`config.mk`:
```
export PLATFORM = sky130hd
export DESIGN_NAME = i2c_reg_bank
export DESIGN_NICKNAME = d
export VERILOG_FILES = /design/src/rtl/i2c_reg_bank.sv
export SDC_FILE = /design/constraint.sdc
export NUM_CORES = 1
export LEC_CHECK = 0
export ABC_AREA = 1
export CAP_MARGIN = 10
export CELL_PAD_IN_SITES_DETAIL_PLACEMENT = 1
export CELL_PAD_IN_SITES_GLOBAL_PLACEMENT = 1
export CORE_MARGIN = 4
export CORE_UTILIZATION = 35
export DETAILED_ROUTE_END_ITERATION = 12
export GPL_TIMING_DRIVEN = 1
export HOLD_SLACK_MARGIN = 0.03
export PLACE_DENSITY = 0.58
export REMOVE_ABC_BUFFERS = 1
export SLEW_MARGIN = 20
export SYNTH_ARGS = -nofsm -noshare
export SYNTH_HDL_FRONTEND = slang
export SYNTH_SLANG_ARGS = --single-unit
export TNS_END_PERCENT = 5
```
`constraint.sdc`:
```
create_clock -name CLK -period 2.92 [get_ports CLK]
set_clock_uncertainty 0.15 [all_clocks]
set_input_delay 0.438 -clock CLK [delete_from_list [all_inputs] [get_ports CLK]]
set_output_delay 0.438 -clock CLK [all_outputs]
set_load 0.02 [all_outputs]
```
`src/rtl/i2c_reg_bank.sv`:
```
// Register bank shared by the I2C slave controller and local control logic.
// A round-robin arbiter serializes the two ports; each access takes IDLE -> ACCESS -> RESP.
module i2c_reg_bank #(
    parameter int         NUM_REGS = 32,
    parameter logic [6:0] DEV_ID   = 7'h2A,
    parameter logic [7:0] ID_ADDR  = 8'h14
) (
    input  logic        CLK,
    input  logic        Reset,
    input  logic        i2c_req,
    input  logic        i2c_rnw,
    input  logic [7:0]  i2c_addr,
    input  logic [15:0] i2c_wr_data,
    output logic [15:0] i2c_rd_data,
    output logic        i2c_ack,
    input  logic        loc_req,
    input  logic        loc_rnw,
    input  logic [7:0]  loc_addr,
    input  logic [15:0] loc_wr_data,
    output logic [15:0] loc_rd_data,
    output logic        loc_ack,
    output logic        err
);

    localparam int AW = (NUM_REGS > 1) ? $clog2(NUM_REGS) : 1;
    localparam logic PORT_I2C = 1'b0;
    localparam logic PORT_LOC = 1'b1;

    typedef enum logic [1:0] {IDLE, ACCESS, RESP} state_t;

    state_t      state_reg;
    logic        grant_reg;
    logic        last_grant_reg;
    logic        rnw_reg;
    logic [7:0]  addr_reg;
    logic [15:0] wdata_reg;
    logic [15:0] data_reg;
    logic        err_flag_reg;
    logic [15:0] regs_reg [NUM_REGS];

    logic pick_loc;
    logic in_range;
    logic id_block;
    logic wr_en;

    // Local wins only when I2C is idle or I2C was the last port served.
    assign pick_loc = loc_req && (!i2c_req || (last_grant_reg == PORT_I2C));
    assign in_range = ({1'b0, addr_reg} < 9'(NUM_REGS));
    assign id_block = (grant_reg == PORT_I2C) && (addr_reg == ID_ADDR);
    assign wr_en    = (state_reg == ACCESS) && !rnw_reg && in_range && !id_block;

    always_ff @(posedge CLK) begin
        if (Reset) begin
            for (int i = 0; i < NUM_REGS; i++) begin
                regs_reg[i] <= (i == int'(ID_ADDR)) ? {9'b0, DEV_ID} : 16'h0000;
            end
        end else if (wr_en) begin
            regs_reg[addr_reg[AW-1:0]] <= wdata_reg;
        end
    end

    always_ff @(posedge CLK) begin
        if (Reset) begin
            state_reg      <= IDLE;
            grant_reg      <= PORT_I2C;
            last_grant_reg <= PORT_LOC;
            rnw_reg        <= 1'b0;
            addr_reg       <= 8'h00;
            wdata_reg      <= 16'h0000;
            data_reg       <= 16'h0000;
            err_flag_reg   <= 1'b0;
            i2c_rd_data    <= 16'h0000;
            i2c_ack        <= 1'b0;
            loc_rd_data    <= 16'h0000;
            loc_ack        <= 1'b0;
            err            <= 1'b0;
        end else begin
            i2c_ack <= 1'b0;
            loc_ack <= 1'b0;
            err     <= 1'b0;
            case (state_reg)
                IDLE: begin
                    if (i2c_req || loc_req) begin
                        grant_reg      <= pick_loc;
                        last_grant_reg <= pick_loc;
                        rnw_reg        <= pick_loc ? loc_rnw     : i2c_rnw;
                        addr_reg       <= pick_loc ? loc_addr    : i2c_addr;
                        wdata_reg      <= pick_loc ? loc_wr_data : i2c_wr_data;
                        state_reg      <= ACCESS;
                    end
                end
                ACCESS: begin
                    if (rnw_reg) begin
                        data_reg <= in_range ? regs_reg[addr_reg[AW-1:0]] : 16'h0000;
                    end
                    err_flag_reg <= !in_range || (!rnw_reg && id_block);
                    state_reg    <= RESP;
                end
                RESP: begin
                    if (grant_reg == PORT_LOC) begin
                        loc_ack <= 1'b1;
                        if (rnw_reg) loc_rd_data <= data_reg;
                    end else begin
                        i2c_ack <= 1'b1;
                        if (rnw_reg) i2c_rd_data <= data_reg;
                    end
                    err       <= err_flag_reg;
                    state_reg <= IDLE;
                end
                default: state_reg <= IDLE;
            endcase
        end
    end

endmodule

```
* Word level (Yosys, flattened, before mapping) *
Memory sizes are Yosys's and may differ from the RTL's. A register that Yosys moved wholly into a read port is not among the register bits.
Index checks and enable logic that the tools add are counted.

operators by class
  magnitude comparators = 1
  equal/unequal tests = 4
  mux-type cells = 18
  bitwise logic cells = 3
  reduce and logical (&&, ||, !) cells = 20

operators with widths
  cell                  number
  $mux W16              3
  $reduce_or A16 Y1     1
  $mux W5               3
  $mux W1               9
  $eq A8 B5 Y1 const B  1
  $lt A8 B6 Y1 const B  1
  $mux W8               1
  $logic_and A1 B1 Y1   6
  $reduce_and A3 Y1     2
  $logic_not A1 Y1      4
  $pmux W2 S2           1
  $reduce_and A2 Y1     2
  $logic_or A1 B1 Y1    3
  $not A1 Y1            3
  $eq A2 B1 Y1 const B  1
  $eq A2 B2 Y1 const B  1
  $logic_not A2 Y1      1
  $mux W2               1
  $ne A2 B2 Y1 const B  1
  $reduce_or A2 Y1      1

word-level totals
  register bits = 81
  memory bits (writable) = 512
  bits of input ports = 54
  output and inout port bits = 35
  logic and storage cells = 60
  memories kept = 1

memories
  name      depth  width  read ports  clocked after memory_dff  wr ports  line  RTL
  regs_reg  32     16     1           1                         32        39    logic [15:0] regs_reg [NUM_REGS];

* Longest topological paths before layout *
  depth in word-level cells = 9
  mapped depth = 12
  depth with buffers taken out = 9

* Worst setup path after synthesis *
No wires, ideal clock.

  path type = input port to flip-flop
  start = in Reset
  end = mem regs_reg[24][0], enable pin
  arrival = 1985 ps
  data required time = 2398 ps
  setup slack = 413 ps
  cell stages on the path = 9
  buffers on the path = 2
  cells stage by stage = buf_2 > inv_1 > nand2_1 > nor3_2 > nand3_1 > nor2_4 > nand2_2 > buf_2 > nand2_1

RTL lines
  what         line  RTL
  from (decl)  9     input logic Reset,
  to (decl)    39

==> summary.md <==
| Metric | Value |
|---|---|
| Core ar. | 74300 um^2 |
| Vias in the first global route | 21200 |
| Fin util | 41.8% |
| Max incr delay on CP | 0.52 ns |
| Sw Ratio | 27.1% |
| Largest net degree at the start of global routing | 119 |
| CTS clk-pin slew, worst paths | 0.06 ns |
| DR pass1 iterations | 5 |
| HP Start | loc_wr_data[6] |
| RSZ-0062 raised after global routing | false |
| GRT Total Usage | 22.3% |
| Total CTS buffers | 70 |
| Setup TNS | 0 ns |
| DIE AREA | 79400 um^2 |
| Worst VDD drop | 0.534 mV |
| Period utilization | 83.9% |
| Seq pwr share | 45.3% |
| Final GP Congestion | 0.814 |
| Adder-Cell Fraction of Synth Area | 0% |
| I/O Buffers | 88 |
| Final Non-Filler Cells | 3931 |
| Area delta synth->final | 18.6% |
| Placed cell count | 3806 |
| Reg area | 17100 um^2 |
| Synthesis-stage register bit count | 598 |
| P_sw | 5.81 mW |
| Post-synthesis simple-gate area fraction | 28.9% |
| Critical path class | register to register |
| Status | finished, final reports clean |
| CP Cell Sequence | inv_8 -> buf_4 -> nand2_1 -> nand3_1 -> nand2_1 -> nand2_1 -> nand3_1 -> nand3_1 -> nand3_1 -> a21oi_1 |
| Yosys cell types | 21 |
| Lkg Pwr | 11.8 nW |
| Max reg flops | 512 |
| Layout cell share with drive strength beyond 1 | 8.68% |
| HPWL Detailed | 55600 um |
| Final hold violations | 0 |
| # resized after CTS | 0 |
| Pin slew with the least headroom to its limit | 0.849 ns |
| Max transition margin | 43.0% |
| Via density per instance | 5.16 |
| Commonest non-fill, non-tap cell in the layout | nand2_1 |
| Residual DRC count | 0 |
| CTS tree | yes |
| CP Capture Type | register |
| Initial antenna violation count | 3 |
| Crit path time final | 2.45 ns |
| Die W | 282 um |
| Largest family of logic cells by synthesized area | simple AND/OR/NAND/NOR gates |
| Crit path max-delay cell type | buf_4 |
| Overflow after GRT | 0 |
| Clk pwr share | 41.2% |
| Ant diodes | 0 |
| Final ANT Viol Nets | 0 |
| CP bufs+invs | 2 |
| Synth Area in Compound Gates | 2.08% |
| Avg Synthesized Cell Area | 9.25 um^2 |
| Reg2Reg Setup Slack | 0.47 ns |
| Final-layout fill cell count | 8484 |
| Commonest non-fill, non-tap cells in the layout | 902 x nand2_1, 582 x nor2_1, 512 x edfxtp_1 |
| Post-synthesis mux area share | 0% |
| Worst hold path type | primary input to register |
| Setup-failing EPs final | 0 |
| Critical Path AT | 2.83 ns |
| Num rows | 100 |
| Sequential fraction of the synthesis area | 65.2% |
| WL final | 87600 um |
| CTS root buffer | clkbuf_16 |
| CP most frequent cell | nand3_1 |
| Syn Inst Count | 2836 |
| Netlist Area Pre-Place | 26200 um^2 |
| FMAX | 408 MHz |
| Htree depth | 3 |
| CP startpoint kind | register |
| Syn. warnings | 0 |
| Crit-path leading delay family | simple AND/OR/NAND/NOR gates |
| Footprint of the multi-input gates | 8130 um^2 |
| Wire per inst | 22.3 um |
| Critical Path RT | 3.30 ns |
| Comb pwr share | 13.4% |
| Nets | 2963 |
| CTS max path bufs | 3 |
| Chip Height | 282 um |
| Detailed router's first-iteration violation count | 1410 |
| Max cap viols | 0 |
| Clk sinks | 598 |
| First-pass GRT wire length | 131000 um |
| Postcts setup bufs | 0 |
| Initial Utilization | 35.3% |
| Power Density | 688 nW/um^2 |
| CP max FO | 58 |
| Slew Viols, Final | 0 |
| Cts hold-fix bufs | 0 |
| Post-synthesis xor/xnor area fraction | 0% |
| Io pins | 89 |
| Clock latency on the worst-skew pair | 0.60 ns |
| Internal power | 15.6 mW |
| Vias | 20300 |
==> area by class of cell <==
class	count	area share, %
sequential	598	55.0
multi-input combinational	1982	26.2
clock inverter	33	1.05
inverter	41	0.527
timing repair buffer	216	6.97
clock buffer	92	6.36
tap	969	3.90
==> path summary, 6_finish.rpt <==
check,end,cells past startpoint
worst max-delay path,data_reg[12]$_SDFFE_PP0P_,10
worst min-delay path,wdata_reg[6]$_SDFFE_PP0P_,3
worst max register to register,data_reg[12]$_SDFFE_PP0P_,10
worst min register to register,err$_SDFF_PP0_,2
==> metrics by stage <==
stage	setup slack (ns)	hold slack, ns	power (mW)	cell area (um^2)
final	0.469	0.266	21.4	31100
after floorplan	-8.80	0.255	11.4	25400
after global placement	0.214	0.275	12.7	28800
after detailed placement	0.184	0.276	12.8	28800
after CTS	0.472	0.226	21.7	31100
after global routing	0.340	0.269	22.3	31100
==> cell usage after synthesis <==
library cell	count	area (um^2)
nand3_1	375	1880
clkinv_1	1	3.75
buf_2	24	120
nand2_1	902	3390
nor2_1	582	2180
a41oi_1	1	8.76
or2_2	1	6.26
inv_2	4	15.0
buf_1	25	93.8
nor3_2	2	20.0
a31oi_1	25	156
inv_1	36	135
dfxtp_1	86	1720
nor2_4	2	22.5
clkbuf_1	166	623
o21ai_0	59	295
nand2_2	8	50.1
edfxtp_1	512	15400
nand4_1	1	6.26
a21oi_1	17	85.1
nor3_1	7	35.0
==> tightest hold or removal path: cells and delay by family <==
family,cells,cell delay [ns]
buffers and inverters,1,0.40
AOI/OAI and AO/OA,1,0.07
and+or+nand+nor,1,0.06
==> power groups by stage <==
stage | Combinational [mW] | Sequential, mW | Clock (mW)
global route | 3.13 | 9.73 | 9.41
global placement | 2.87 | 9.87 | 0
floorplan | 1.40 | 9.97 | 0
finish | 2.87 | 9.71 | 8.82
detailed placement | 2.90 | 9.89 | 0
CTS | 2.91 | 9.71 | 9.03
==> per-layer routing <==
layer	global-route usage, %	wire (um)
met3	3.47	4070
met5	0	0
met1	29.3	37700
met4	6.96	2500
met2	38.1	43300
==> cell families after synthesis <==
group | Yosys count
simple gates | 1880
flops | 598
buf+inv | 256
compound gates | 102
(Power assumes the default switching activity.)
